**config.mk**
```make
export PLATFORM = sky130hd
export DESIGN_NAME = pipeline_ctrl
export DESIGN_NICKNAME = d
export VERILOG_FILES = /design/src/rtl/pipeline_ctrl.sv
export SDC_FILE = /design/constraint.sdc
export NUM_CORES = 1
export LEC_CHECK = 0
export BUFFER_PORTS_ARGS = -buffer_cell sky130_fd_sc_hd__buf_4
export CELL_PAD_IN_SITES_DETAIL_PLACEMENT = 0
export CELL_PAD_IN_SITES_GLOBAL_PLACEMENT = 1
export CORE_UTILIZATION = 46
export DETAILED_ROUTE_END_ITERATION = 8
export PLACE_DENSITY = 0.82
export SETUP_SLACK_MARGIN = 0.3
export SLEW_MARGIN = 20
export SYNTH_ARGS = -nofsm -noshare
export SYNTH_HDL_FRONTEND = slang
export SYNTH_SLANG_ARGS = --single-unit
```
**constraint.sdc**
```tcl
create_clock -name clk -period 8.25 [get_ports clk]
set_clock_uncertainty 0.1 [all_clocks]
set_input_delay 2.475 -clock clk [delete_from_list [all_inputs] [get_ports clk]]
set_output_delay 2.475 -clock clk [all_outputs]
set_load 0.02 [all_outputs]
```
**src/rtl/pipeline_ctrl.sv**
```systemverilog
// pipeline_ctrl: stall/flush sequencer for the 5-stage RV32I pipeline.
// Resolves the load-use stall, the E-stage redirect and the memory ready signals into
// per-stage stall/flush controls. It also holds the pipeline flushed after reset, runs a
// data-memory wait watchdog and keeps saturating performance counters.
module pipeline_ctrl #(
    parameter int INIT_CYCLES = 4,
    parameter int WAIT_LIMIT  = 255,
    parameter int CNT_W       = 32
) (
    input  logic             clk,
    input  logic             rst,
    input  logic             stall_lu,
    input  logic             branch_e,
    input  logic             imem_ready,
    input  logic             dmem_req_m,
    input  logic             dmem_ready,
    output logic             StallF,
    output logic             StallD,
    output logic             StallE,
    output logic             StallM,
    output logic             FlushD,
    output logic             FlushE,
    output logic             FlushW,
    output logic             fault,
    output logic [CNT_W-1:0] stall_cycles,
    output logic [CNT_W-1:0] flush_events
);

    localparam int IW = (INIT_CYCLES > 1) ? $clog2(INIT_CYCLES) : 1;
    localparam int WW = $clog2(WAIT_LIMIT + 1);

    typedef enum logic [1:0] {
        S_INIT  = 2'd0,
        S_RUN   = 2'd1,
        S_DWAIT = 2'd2,
        S_FAULT = 2'd3
    } state_t;

    state_t            state_q, state_d;
    logic [IW-1:0]     init_cnt_q, init_cnt_d;
    // Number of wait cycles already completed in the current data-memory stall.
    logic [WW-1:0]     wait_cnt_q, wait_cnt_d;
    logic [CNT_W-1:0]  stall_cycles_q, stall_cycles_d;
    logic [CNT_W-1:0]  flush_events_q, flush_events_d;
    logic              branch_fire;

    // State, sequencing counters and performance counters; reset forces INIT at once.
    always_ff @(posedge clk or posedge rst) begin
        if (rst) begin
            state_q        <= S_INIT;
            init_cnt_q     <= '0;
            wait_cnt_q     <= '0;
            stall_cycles_q <= '0;
            flush_events_q <= '0;
        end else begin
            state_q        <= state_d;
            init_cnt_q     <= init_cnt_d;
            wait_cnt_q     <= wait_cnt_d;
            stall_cycles_q <= stall_cycles_d;
            flush_events_q <= flush_events_d;
        end
    end

    // Next state: INIT countdown, entry into and release from the dmem wait, watchdog trip.
    always_comb begin
        state_d    = state_q;
        init_cnt_d = init_cnt_q;
        wait_cnt_d = wait_cnt_q;
        case (state_q)
            S_INIT: begin
                if (init_cnt_q == IW'(INIT_CYCLES - 1)) begin
                    state_d    = S_RUN;
                    init_cnt_d = '0;
                end else begin
                    init_cnt_d = init_cnt_q + IW'(1);
                end
            end
            S_RUN: begin
                if (dmem_req_m && !dmem_ready) begin
                    // This cycle is already the first wait cycle of the stall.
                    wait_cnt_d = WW'(1);
                    state_d    = (WAIT_LIMIT == 1) ? S_FAULT : S_DWAIT;
                end
            end
            S_DWAIT: begin
                if (!dmem_ready) begin
                    // The current cycle is wait cycle wait_cnt_q+1; trip after cycle WAIT_LIMIT.
                    if (wait_cnt_q == WW'(WAIT_LIMIT - 1)) begin
                        state_d = S_FAULT;
                    end else begin
                        wait_cnt_d = wait_cnt_q + WW'(1);
                    end
                end else begin
                    state_d    = S_RUN;
                    wait_cnt_d = '0;
                end
            end
            default: begin
                state_d = S_FAULT;
            end
        endcase
    end

    // Mealy stall/flush outputs: freeze beats redirect, redirect beats load-use, then fetch miss.
    always_comb begin
        StallF      = 1'b0;
        StallD      = 1'b0;
        StallE      = 1'b0;
        StallM      = 1'b0;
        FlushD      = 1'b0;
        FlushE      = 1'b0;
        FlushW      = 1'b0;
        fault       = 1'b0;
        branch_fire = 1'b0;
        case (state_q)
            S_INIT: begin
                StallF = 1'b1;
                FlushD = 1'b1;
                FlushE = 1'b1;
                FlushW = 1'b1;
            end
            S_RUN, S_DWAIT: begin
                if ((state_q == S_RUN) ? (dmem_req_m && !dmem_ready) : !dmem_ready) begin
                    StallF = 1'b1;
                    StallD = 1'b1;
                    StallE = 1'b1;
                    StallM = 1'b1;
                    FlushW = 1'b1;
                end else if (branch_e) begin
                    FlushD      = 1'b1;
                    FlushE      = 1'b1;
                    branch_fire = 1'b1;
                end else if (stall_lu) begin
                    StallF = 1'b1;
                    StallD = 1'b1;
                    FlushE = 1'b1;
                end else if (!imem_ready) begin
                    StallF = 1'b1;
                    FlushD = 1'b1;
                end
            end
            default: begin
                StallF = 1'b1;
                StallD = 1'b1;
                StallE = 1'b1;
                StallM = 1'b1;
                FlushW = 1'b1;
                fault  = 1'b1;
            end
        endcase
    end

    // Saturating performance counters: stalled-fetch cycles and redirect flushes.
    always_comb begin
        stall_cycles_d = stall_cycles_q;
        flush_events_d = flush_events_q;
        if (StallF && (stall_cycles_q != {CNT_W{1'b1}})) begin
            stall_cycles_d = stall_cycles_q + CNT_W'(1);
        end
        if (branch_fire && (flush_events_q != {CNT_W{1'b1}})) begin
            flush_events_d = flush_events_q + CNT_W'(1);
        end
    end

    assign stall_cycles = stall_cycles_q;
    assign flush_events = flush_events_q;

endmodule

```
==> metrics.txt, run 1 <==
# TYPE chip_impl_metric gauge
chip_impl_metric{name="dieHeight",unit="um"} 95.20
chip_impl_metric{name="synth_cells",unit=""} 393
chip_impl_metric{name="cellLeakagePower",unit="nW"} 2.205
chip_impl_metric{name="final-setup-viol-count",unit=""} 0
chip_impl_metric{name="post-route-worst-setup-slack",unit="ns"} 1.912
chip_impl_metric{name="number_of_nets_with_antenna_violations_after_detailed_routing",unit=""} 0
chip_impl_metric{name="htree_levels",unit=""} 3
chip_impl_metric{name="synth.area.mux_share",unit="%"} 2.944
chip_impl_metric{name="wl_per_cell",unit="um"} 15.10
chip_impl_info{name="ctsRootBufferMaster",value="sky130_fd_sc_hd__clkbuf_8"} 1
chip_impl_metric{name="grt_pass1_vias",unit=""} 3049
chip_impl_metric{name="antenna_violations_before_repair",unit=""} 0
chip_impl_metric{name="cts_post_setup_buffers_inserted",unit=""} 0
chip_impl_info{name="rsz0062_at_grt",value="false"} 1
chip_impl_metric{name="die_footprint",unit="um^2"} 9062
chip_impl_metric{name="synth-xor-area-share",unit="%"} 12.06
chip_impl_metric{name="synth-compound-area-share",unit="%"} 8.832
chip_impl_metric{name="power_density",unit="nW/um^2"} 242.2
chip_impl_metric{name="n_fill_cell",unit=""} 732
chip_impl_metric{name="routed_wirelength",unit="um"} 8876
chip_impl_metric{name="synth_edf_count",unit=""} 0
chip_impl_metric{name="post_synth_simple_gate_area",unit="%"} 23.77
chip_impl_metric{name="post-route-period-util",unit="%"} 76.82
chip_impl_metric{name="r2r_slack",unit="ns"} 5.58
chip_impl_info{name="worst_path_dominant_cell_family",value="compound AO/OA/AOI/OAI gates"} 1
chip_impl_metric{name="cts_hold_buffers",unit=""} 0
chip_impl_metric{name="detailed_place_hpwl",unit="um"} 6383
chip_impl_metric{name="drive_gt1_share",unit="%"} 23.81
chip_impl_info{name="worstSetupStartpointType",value="primary input"} 1
chip_impl_metric{name="setup-tns-final",unit="ns"} 0
chip_impl_info{name="r2r_end",value="flush_events[27]$_DFFE_PP0P_"} 1
chip_impl_metric{name="cp_arrival",unit="ns"} 3.76
chip_impl_metric{name="max_freq",unit="GHz"} 0.1578
chip_impl_metric{name="grt_overflow",unit=""} 0
chip_impl_metric{name="num_io_pins",unit=""} 79
chip_impl_metric{name="vdd_drop_max",unit="mV"} 0.2290
chip_impl_info{name="min-delay-path-class",value="reg -> reg"} 1
chip_impl_metric{name="number_of_hold_violations_in_the_final_report",unit=""} 0
chip_impl_info{name="cp_slowest_cell",value="sky130_fd_sc_hd__a21oi_1"} 1
chip_impl_info{name="worstReg2RegStart",value="state_q[1]$_DFFE_PP0P_"} 1
chip_impl_info{name="outcome",value="finished, final reports clean"} 1
chip_impl_info{name="cts_tree",value="yes"} 1
chip_impl_metric{name="critical_path.max_fanout",unit=""} 6
chip_impl_metric{name="min_delay_path_depth",unit=""} 1
chip_impl_metric{name="route.vias.total",unit=""} 3233
chip_impl_metric{name="synth.cell_area",unit="um^2"} 3995
chip_impl_metric{name="grt_first_pass_wirelength",unit="um"} 14630
chip_impl_metric{name="drv_cap",unit=""} 0
chip_impl_metric{name="grt_util_all_layers",unit="%"} 20.59
chip_impl_metric{name="critPathBufInv",unit=""} 2
chip_impl_metric{name="placement.io_buffers",unit=""} 78
chip_impl_info{name="synth_flop_cell",value="sky130_fd_sc_hd__dfrtp_1"} 1
chip_impl_metric{name="post_synth_fa_ha_maj_area_fraction",unit="%"} 2.819
chip_impl_metric{name="area_growth",unit="%"} 22.24
chip_impl_metric{name="detailedPlace.worstSlack",unit="ns"} 1.912
chip_impl_metric{name="synth_nets",unit=""} 409
chip_impl_metric{name="chipWidth",unit="um"} 95.20
chip_impl_info{name="worstHoldEndpoint",value="wait_cnt_q[5]$_DFFE_PP0P_"} 1
chip_impl_metric{name="synth_sequential_area_ratio",unit="%"} 47.60
chip_impl_info{name="timing.critical_path.cells",value="buf_4, nand2b_1, a21oi_1, a21oi_1, a31o_2, buf_4"} 1
chip_impl_metric{name="starting_utilization_of_the_core_area",unit="%"} 48.14
chip_impl_info{name="hold_path_startpoint",value="wait_cnt_q[5]$_DFFE_PP0P_"} 1
chip_impl_metric{name="routed_via_density",unit=""} 5.498
chip_impl_info{name="critPathKind",value="in -> out"} 1
chip_impl_metric{name="cts.reportedPaths.clkPinSlew",unit="ns"} 0.08
chip_impl_metric{name="number_of_drc_markers_after_the_initial_detailed_route_iteration",unit=""} 150
chip_impl_metric{name="clock_tree.buffer_depth",unit=""} 2
chip_impl_metric{name="worst-slew-pin-transition",unit="ns"} 1.089
chip_impl_metric{name="detail_route.first_pass.iterations",unit=""} 4
chip_impl_metric{name="worstPathRequired",unit="ns"} 5.68
chip_impl_metric{name="num-nets-final",unit=""} 495
chip_impl_metric{name="ffs_w_async_s_r_synth",unit="%"} 100.0
chip_impl_metric{name="timing.final.crit_period",unit="ns"} 6.338
chip_impl_metric{name="synthesis.yosys.warnings",unit=""} 0
chip_impl_info{name="critPathCaptureType",value="primary output"} 1
chip_impl_metric{name="drt_drc_violations_left",unit=""} 0
chip_impl_metric{name="max-slew-margin-rel",unit="%"} 26.84
chip_impl_metric{name="syn_area_per_cell",unit="um^2"} 10.17
chip_impl_metric{name="core_area",unit="um^2"} 8299
chip_impl_metric{name="antenna-diode-count",unit=""} 0
chip_impl_metric{name="cpPeakStageDelay",unit="ns"} 0.44
chip_impl_metric{name="worstSkewPairLatency",unit="ns"} 0.34
chip_impl_metric{name="clock_sinks",unit=""} 76
chip_impl_metric{name="rows",unit=""} 33
chip_impl_metric{name="total_power",unit="mW"} 1.183
chip_impl_metric{name="cts_resized",unit=""} 0
chip_impl_info{name="synth_top_family_by_area",value="simple AND/OR/NAND/NOR gates"} 1
chip_impl_metric{name="postSynthRegisterBits",unit=""} 76
chip_impl_metric{name="r2r_cells",unit=""} 7
chip_impl_metric{name="report.final.slew_viol_count",unit=""} 0
chip_impl_metric{name="grt_max_degree",unit=""} 77
chip_impl_metric{name="synth.distinct_cells",unit=""} 53
chip_impl_metric{name="tritoncts.num_buffers",unit=""} 9
chip_impl_metric{name="place_congestion",unit=""} 0.8618
[sequential cells by signal, summed over array words and instances (netlist names)]
register	flops
init_cnt_q	2
state_q	2
flush_events	32
wait_cnt_q	8
stall_cycles	32
[synthesized netlist by cell type, types with 6 or more instances]
cell type	n	area, um^2
sky130_fd_sc_hd__a21oi_1	9	45.04
sky130_fd_sc_hd__and3_1	10	62.56
sky130_fd_sc_hd__and4_1	6	52.55
sky130_fd_sc_hd__dfrtp_1	76	1902
sky130_fd_sc_hd__ha_1	9	112.6
sky130_fd_sc_hd__inv_1	14	52.55
sky130_fd_sc_hd__mux2_2	6	67.56
sky130_fd_sc_hd__nand2_1	40	150.1
sky130_fd_sc_hd__nand3_1	27	135.1
sky130_fd_sc_hd__nand4_1	23	143.9
sky130_fd_sc_hd__nor2_1	23	86.33
sky130_fd_sc_hd__nor3_1	15	75.07
sky130_fd_sc_hd__o21ai_0	11	55.05
sky130_fd_sc_hd__xnor2_1	33	289.0
sky130_fd_sc_hd__xor2_1	22	192.7
[routing by layer]
layer	GRT usage [%]	share of wire, %	vias to the layer above
met3	3.190	4.1	13
met5	0	0	-
met2	32.74	46	79
met4	7.449	1.5	0
li1	-	-	1584
met1	28.37	48	1557
[power breakdown]
part / internal [mW] / total (mW) / switching, mW
clock network: 0.138 / 0.281 / 0.143
logic: 0.185 / 0.426 / 0.241
registers: 0.419 / 0.476 / 0.0566
total: 0.742 / 1.18 / 0.441
[how the worst max path moves through the flow]
stage               startpoint  endpoint  slack (ns)  depth (start not counted)
floorplan           dmem_req_m    FlushE        2.16                          4
global placement    dmem_req_m    StallD        1.99                          6
detailed placement  dmem_req_m    StallD        1.91                          6
CTS                 dmem_req_m    StallD        1.90                          6
global route        dmem_req_m    StallD        1.80                          6
finish              dmem_req_m    StallD        1.91                          6
[final cells by class]
type	count	area [um^2]	area share, %
multi-input combinational	299	2014	41.25
sequential	76	1902	38.94
timing repair buffer	79	593.1	12.14
tap	105	131.4	2.690
clock buffer	9	123.9	2.537
clock inverter	6	66.31	1.358
inverter	14	52.55	1.076
[cells by family after synthesis]
family,Yosys count
muxes,10
and+or+nand+nor,175
xor gates and xnor gates,55
adders and majority gates,9
DFF,76
AOI/OAI and AO/OA,50
buffers and inverters,18
[through the flow]
step | instance area [um^2] | hold slack, ns | util [%] | cells
2_1_floorplan | 3995 | 0.3455 | - | 393
3_3_place_gp | 4693 | 0.3894 | 56.55 | 573
3_5_place_dp | 4693 | 0.3755 | 56.55 | 573
4_1_cts | 4883 | 0.3907 | 58.84 | 588
5_1_grt | 4883 | 0.4107 | 58.84 | 588
6_report | 4883 | 0.3967 | 58.84 | 588
[cell usage in the layout, fill, tap and decap left out, types with 5 or more instances in the layout]
cell	n
sky130_fd_sc_hd__xnor2_1	33
sky130_fd_sc_hd__o21ai_0	11
sky130_fd_sc_hd__buf_4	79
sky130_fd_sc_hd__and2_1	5
sky130_fd_sc_hd__and3_1	10
sky130_fd_sc_hd__clkbuf_8	9
sky130_fd_sc_hd__a21oi_1	9
sky130_fd_sc_hd__or3_1	5
sky130_fd_sc_hd__a31oi_1	5
sky130_fd_sc_hd__nand2_1	40
sky130_fd_sc_hd__and4_1	6
sky130_fd_sc_hd__nand3_1	27
sky130_fd_sc_hd__nor3_1	15
sky130_fd_sc_hd__nor2_1	23
sky130_fd_sc_hd__inv_1	13
sky130_fd_sc_hd__dfrtp_1	76
sky130_fd_sc_hd__xor2_1	22
sky130_fd_sc_hd__ha_1	9
sky130_fd_sc_hd__nand4_1	23
sky130_fd_sc_hd__mux2_2	6
Note: power is estimated with default switching activity, not from simulation.
==> run 2, diff against run 1 <==
- CORE_UTILIZATION: 46 -> 38
- PLACE_DENSITY: 0.82 -> 0.72
- clock period: 8.25 -> 5.57 ns (I/O delays scaled with it)
==> run 2 against run 1 <==
Global-route usage down 2.7 points; highest routed layer unchanged; largest power group unchanged; sequential share of layout area fell by 0.32 points; combinational power rose by 50%.
==> metrics.txt, run 2 (synthesis gave the netlist of run 1 again) <==
# TYPE chip_impl_metric gauge
chip_impl_metric{name="clock_tree.buffer_depth",unit=""} 2
chip_impl_metric{name="cts_post_setup_buffers_inserted",unit=""} 0
chip_impl_metric{name="wl_per_cell",unit="um"} 14.99
chip_impl_info{name="cts_tree",value="yes"} 1
chip_impl_metric{name="cts_resized",unit=""} 0
chip_impl_metric{name="drt_drc_violations_left",unit=""} 0
chip_impl_metric{name="post-route-worst-setup-slack",unit="ns"} 0.8042
chip_impl_metric{name="num_io_pins",unit=""} 79
chip_impl_metric{name="route.vias.total",unit=""} 3300
chip_impl_metric{name="grt_util_all_layers",unit="%"} 17.90
chip_impl_metric{name="worstSkewPairLatency",unit="ns"} 0.35
chip_impl_info{name="critPathKind",value="in -> out"} 1
chip_impl_metric{name="grt_overflow",unit=""} 0
chip_impl_metric{name="grt_max_degree",unit=""} 46
chip_impl_metric{name="critPathBufInv",unit=""} 2
chip_impl_info{name="cp_slowest_cell",value="sky130_fd_sc_hd__a21oi_1"} 1
chip_impl_metric{name="detailed_place_hpwl",unit="um"} 6776
chip_impl_metric{name="rows",unit=""} 37
chip_impl_metric{name="cp_arrival",unit="ns"} 2.99
chip_impl_metric{name="cts_hold_buffers",unit=""} 0
chip_impl_metric{name="htree_levels",unit=""} 3
chip_impl_metric{name="number_of_hold_violations_in_the_final_report",unit=""} 0
chip_impl_metric{name="number_of_drc_markers_after_the_initial_detailed_route_iteration",unit=""} 143
chip_impl_metric{name="place_congestion",unit=""} 0.7643
chip_impl_metric{name="max_freq",unit="GHz"} 0.2098
chip_impl_metric{name="timing.final.crit_period",unit="ns"} 4.766
chip_impl_metric{name="starting_utilization_of_the_core_area",unit="%"} 38.87
chip_impl_info{name="worstSetupStartpointType",value="primary input"} 1
chip_impl_info{name="ctsRootBufferMaster",value="sky130_fd_sc_hd__clkbuf_8"} 1
chip_impl_metric{name="num-nets-final",unit=""} 495
chip_impl_metric{name="placement.io_buffers",unit=""} 78
chip_impl_metric{name="routed_wirelength",unit="um"} 9277
chip_impl_info{name="critPathCaptureType",value="primary output"} 1
chip_impl_info{name="most_frequent_cells_in_the_layout",value="79 x sky130_fd_sc_hd__buf_4, 76 x sky130_fd_sc_hd__dfrtp_1, 40 x sky130_fd_sc_hd__nand2_1"} 1
chip_impl_metric{name="detail_route.first_pass.iterations",unit=""} 4
chip_impl_metric{name="antenna-diode-count",unit=""} 0
chip_impl_metric{name="cpPeakStageDelay",unit="ns"} 0.47
chip_impl_metric{name="chipWidth",unit="um"} 104.5
chip_impl_metric{name="antenna_violations_before_repair",unit=""} 0
chip_impl_metric{name="core_area",unit="um^2"} 10280
chip_impl_info{name="outcome",value="finished, final reports clean"} 1
chip_impl_metric{name="worst-slew-pin-transition",unit="ns"} 1.115
chip_impl_metric{name="post-route-util",unit="%"} 47.91
chip_impl_metric{name="power_density",unit="nW/um^2"} 357.8
chip_impl_metric{name="register_area",unit="um^2"} 1902
chip_impl_metric{name="cts.reportedPaths.clkPinSlew",unit="ns"} 0.08
chip_impl_metric{name="clock_sinks",unit=""} 76
chip_impl_metric{name="detailedPlace.worstSlack",unit="ns"} 0.8327
chip_impl_metric{name="post-route-period-util",unit="%"} 85.56
chip_impl_metric{name="cellLeakagePower",unit="nW"} 2.215
chip_impl_metric{name="max-slew-margin-rel",unit="%"} 25.08
chip_impl_info{name="worst_path_dominant_cell_family",value="compound AO/OA/AOI/OAI gates"} 1
chip_impl_metric{name="vdd_drop_max",unit="mV"} 0.2610
chip_impl_metric{name="die_footprint",unit="um^2"} 10930
chip_impl_metric{name="setup-tns-final",unit="ns"} 0
chip_impl_metric{name="multi_input_area",unit="um^2"} 2014
chip_impl_metric{name="grt_pass1_vias",unit=""} 3105
chip_impl_metric{name="dieHeight",unit="um"} 104.5
chip_impl_metric{name="worstPathRequired",unit="ns"} 3.80
chip_impl_info{name="timing.critical_path.cells",value="buf_4, nand2b_1, a21oi_1, a21oi_1, a31o_2, buf_4"} 1
chip_impl_info{name="layout_commonest_cell",value="sky130_fd_sc_hd__buf_4"} 1
chip_impl_metric{name="n_fill_cell",unit=""} 1015
chip_impl_metric{name="tritoncts.num_buffers",unit=""} 9
chip_impl_metric{name="report.final.slew_viol_count",unit=""} 0
chip_impl_metric{name="final-setup-viol-count",unit=""} 0
chip_impl_metric{name="drive_gt1_share",unit="%"} 23.81
chip_impl_metric{name="drv_cap",unit=""} 0
chip_impl_info{name="rsz0062_at_grt",value="false"} 1
chip_impl_metric{name="critical_path.max_fanout",unit=""} 6
chip_impl_metric{name="number_of_nets_with_antenna_violations_after_detailed_routing",unit=""} 0
chip_impl_info{name="min-delay-path-class",value="reg -> reg"} 1
chip_impl_metric{name="area_growth",unit="%"} 23.24
chip_impl_metric{name="grt_first_pass_wirelength",unit="um"} 15660
chip_impl_metric{name="routed_via_density",unit=""} 5.331
run 2: path summary, 6_finish.rpt:
path                                              start                            to  slack [ns]  cells after the start
setup / recovery                             dmem_req_m                        StallD        0.80                      6
setup reg to reg                 state_q[1]$_DFFE_PP0P_  flush_events[27]$_DFFE_PP0P_        2.89                      7
hold / removal             stall_cycles[29]$_DFFE_PP0P_  stall_cycles[29]$_DFFE_PP0P_        0.40                      1
max in group asynchronous                           rst   flush_events[3]$_DFFE_PP0P_        3.11                      3
hold reg to reg            stall_cycles[29]$_DFFE_PP0P_  stall_cycles[29]$_DFFE_PP0P_        0.40                      1
min in group asynchronous                           rst     wait_cnt_q[7]$_DFFE_PP0P_        1.35                      2
run 2: cell type report:
class	count	share of cell area, %
clock buffers	10	2.795
clock inverters	5	1.067
inverters	14	1.093
multi-input cells	299	40.91
flip-flops and latches	76	38.63
well taps	136	3.456
repair buffers	79	12.05
run 2: per-layer routing:
| metal | vias up | share of wire, % | global-route usage, % | wire, um |
|---|---|---|---|---|
| met5 | - | 0 | 0 | 0 |
| met4 | 0 | 1.1 | 6.735 | 105 |
| met3 | 10 | 4.1 | 2.433 | 382 |
| met2 | 84 | 45 | 27.81 | 4198 |
| met1 | 1617 | 49 | 25.34 | 4590 |
| li1 | 1589 | - | - | - |
run 2: per-stage QoR:
stage / instance area (um^2) / instances / power (mW) / hold WS, ns
final: 4923 / 619 / 1.761 / 0.4019
after CTS: 4922 / 619 / 1.783 / 0.4053
after global placement: 4732 / 604 / 1.343 / 0.3766
after global routing: 4923 / 619 / 1.867 / 0.4220
after detailed placement: 4732 / 604 / 1.355 / 0.3940
after floorplan: 3995 / 393 / 1.136 / 0.3455
run 2: worst register-to-register path: cells and delay by family, from the launching register on:
kind,cells,cell delay (ns)
AO/OA/AOI/OAI,1,0.83
AND/OR/NAND/NOR,3,0.70
flip-flops,1,0.41
adder cells (fa/ha/maj),1,0.30
XOR/XNOR,1,0.16
buffers and inverters,1,0.10
run 2: report_power, final:
part / internal, mW / switching [mW]
clock network: 0.215 / 0.206
registers: 0.621 / 0.0828
logic: 0.274 / 0.363
total: 1.11 / 0.652
==> run 3, diff against run 2 <==
- CORE_MARGIN: unset -> 5
- CORE_UTILIZATION: 38 -> 40
- CTS_BUF_LIST: unset -> sky130_fd_sc_hd__clkbuf_8
- HOLD_SLACK_MARGIN: unset -> 0.05
- PLACE_DENSITY: 0.72 -> 0.76
==> run 3 against run 2 <==
Core utilization up 2.8 points; first-iteration DRC count increased by 2.8%; sequential share of layout area fell by 0.23 points; register-to-register slack improved by 0.02 ns; clock power rose by 12%; non-clock buffer count unchanged; largest power group unchanged; sequential power about the same; fmax increased by 0.45%.
==> metrics.txt, run 3 (synthesis gave the netlist of run 1 again) <==
# TYPE chip_impl_metric gauge
chip_impl_metric{name="antenna-diode-count",unit=""} 0
chip_impl_metric{name="number_of_drc_markers_after_the_initial_detailed_route_iteration",unit=""} 147
chip_impl_metric{name="routed_wirelength",unit="um"} 9258
chip_impl_metric{name="cts_post_setup_buffers_inserted",unit=""} 0
chip_impl_metric{name="cellLeakagePower",unit="nW"} 2.228
chip_impl_metric{name="detail_route.first_pass.iterations",unit=""} 4
chip_impl_metric{name="tritoncts.num_buffers",unit=""} 9
chip_impl_metric{name="number_of_nets_with_antenna_violations_after_detailed_routing",unit=""} 0
chip_impl_info{name="outcome",value="finished, final reports clean"} 1
chip_impl_metric{name="detailed_place_hpwl",unit="um"} 6962
chip_impl_metric{name="placement.io_buffers",unit=""} 78
chip_impl_metric{name="drive_gt1_share",unit="%"} 23.76
chip_impl_metric{name="grt_first_pass_wirelength",unit="um"} 15530
chip_impl_metric{name="cts_hold_buffers",unit=""} 0
chip_impl_info{name="critPathKind",value="in -> out"} 1
chip_impl_metric{name="die_footprint",unit="um^2"} 12090
chip_impl_metric{name="power_density",unit="nW/um^2"} 366.2
chip_impl_metric{name="report.final.slew_viol_count",unit=""} 0
chip_impl_metric{name="clock_tree.buffer_depth",unit=""} 2
chip_impl_metric{name="n_fill_cell",unit=""} 940
chip_impl_metric{name="num-nets-final",unit=""} 495
chip_impl_metric{name="core_area",unit="um^2"} 9774
chip_impl_metric{name="wl_per_cell",unit="um"} 15.00
chip_impl_metric{name="grt_max_degree",unit=""} 44
chip_impl_metric{name="drv_cap",unit=""} 0
chip_impl_metric{name="htree_levels",unit=""} 3
chip_impl_info{name="rsz0062_at_grt",value="false"} 1
chip_impl_metric{name="route.vias.total",unit=""} 3226
chip_impl_info{name="layout_commonest_cell",value="sky130_fd_sc_hd__buf_4"} 1
chip_impl_info{name="critPathCaptureType",value="primary output"} 1
chip_impl_info{name="worstSetupStartpointType",value="primary input"} 1
chip_impl_metric{name="clock_sinks",unit=""} 76
chip_impl_metric{name="starting_utilization_of_the_core_area",unit="%"} 40.87
chip_impl_metric{name="worstSkewPairLatency",unit="ns"} 0.34
chip_impl_metric{name="dieHeight",unit="um"} 109.9
chip_impl_metric{name="area_growth",unit="%"} 23.99
chip_impl_metric{name="max_freq",unit="GHz"} 0.2108
chip_impl_metric{name="drt_drc_violations_left",unit=""} 0
chip_impl_metric{name="rows",unit=""} 36
chip_impl_info{name="min-delay-path-class",value="reg -> reg"} 1
chip_impl_metric{name="worstPathRequired",unit="ns"} 3.80
chip_impl_metric{name="setup-tns-final",unit="ns"} 0
chip_impl_metric{name="critical_path.max_fanout",unit=""} 6
chip_impl_info{name="ctsRootBufferMaster",value="sky130_fd_sc_hd__clkbuf_8"} 1
chip_impl_info{name="cts_tree",value="yes"} 1
chip_impl_metric{name="max-slew-margin-rel",unit="%"} 28.63
chip_impl_metric{name="timing.final.crit_period",unit="ns"} 4.745
chip_impl_metric{name="final.hold.worst_slack",unit="ns"} 0.3885
chip_impl_metric{name="place_congestion",unit=""} 0.8326
chip_impl_metric{name="cts.reportedPaths.clkPinSlew",unit="ns"} 0.08
chip_impl_metric{name="number_of_hold_violations_in_the_final_report",unit=""} 0
chip_impl_metric{name="worst-slew-pin-transition",unit="ns"} 1.062
chip_impl_metric{name="routed_via_density",unit=""} 5.229
chip_impl_metric{name="cp_arrival",unit="ns"} 2.97
chip_impl_metric{name="chipWidth",unit="um"} 109.9
chip_impl_metric{name="cts_resized",unit=""} 0
chip_impl_metric{name="grt_util_all_layers",unit="%"} 16.20
chip_impl_metric{name="grt_pass1_vias",unit=""} 3153
chip_impl_metric{name="antenna_violations_before_repair",unit=""} 0
chip_impl_metric{name="total_power",unit="mW"} 1.814
chip_impl_metric{name="vdd_drop_max",unit="mV"} 0.3646
chip_impl_metric{name="grt_overflow",unit=""} 0
chip_impl_info{name="most_frequent_cells_in_the_layout",value="79 x sky130_fd_sc_hd__buf_4, 76 x sky130_fd_sc_hd__dfrtp_1, 40 x sky130_fd_sc_hd__nand2_1"} 1
chip_impl_metric{name="final-setup-viol-count",unit=""} 0
chip_impl_metric{name="post-route-period-util",unit="%"} 85.18
chip_impl_metric{name="num_io_pins",unit=""} 79
## run 3: metrics by stage
step	utilization (%)	cells	area [um^2]	worst slack, ns
after floorplan	-	393	3995	1.092
after global placement	48.37	601	4728	0.8716
after detailed placement	48.37	601	4728	0.8174
after CTS	50.68	617	4954	0.8045
after global routing	50.68	617	4954	0.6241
final	50.68	617	4954	0.8255
## run 3: path summary, 6_finish.rpt
check | start | endpoint | slack (ns) | cells after the start
worst max-delay path | dmem_req_m | StallD | 0.83 | 6
worst min-delay path | wait_cnt_q[5]$_DFFE_PP0P_ | wait_cnt_q[5]$_DFFE_PP0P_ | 0.39 | 1
worst max register to register | state_q[1]$_DFFE_PP0P_ | flush_events[29]$_DFFE_PP0P_ | 2.91 | 7
worst min register to register | wait_cnt_q[5]$_DFFE_PP0P_ | wait_cnt_q[5]$_DFFE_PP0P_ | 0.39 | 1
max in group asynchronous | rst | flush_events[11]$_DFFE_PP0P_ | 2.99 | 3
min in group asynchronous | rst | wait_cnt_q[5]$_DFFE_PP0P_ | 1.42 | 2
## run 3: per-layer routing
metal / share of wire [%] / track usage, % / vias up
met4: 0.65 / 2.671 / 0
met1: 47 / 21.93 / 1546
li1: - / - / 1592
met3: 5.6 / 4.580 / 8
met5: 0 / 0 / -
met2: 47 / 26.26 / 80
## run 3: where the power goes
part	switching [mW]	leakage (nW)	internal (mW)
Clock	0.207	0.110	0.265
Combinational	0.366	1.13	0.274
Sequential	0.0822	0.986	0.621
Total	0.655	2.23	1.16
## run 3: layout make-up
class	count	area, um^2	area share [%]
Timing Repair Buffer	79	593.1	11.97
Clock inverter	6	87.58	1.768
Clock buffer	10	137.6	2.778
Inverter	14	52.55	1.061
Tap cell	133	166.4	3.359
Multi-Input combinational cell	299	2014	40.67
Sequential cell	76	1902	38.39
## run 3: worst max-delay path: stages
cell and delay [ns]:
sky130_fd_sc_hd__buf_4 0.12, sky130_fd_sc_hd__nand2b_1 0.19, sky130_fd_sc_hd__a21oi_1 0.45, sky130_fd_sc_hd__a21oi_1 0.15
sky130_fd_sc_hd__a31o_2 0.25, sky130_fd_sc_hd__buf_4 0.15
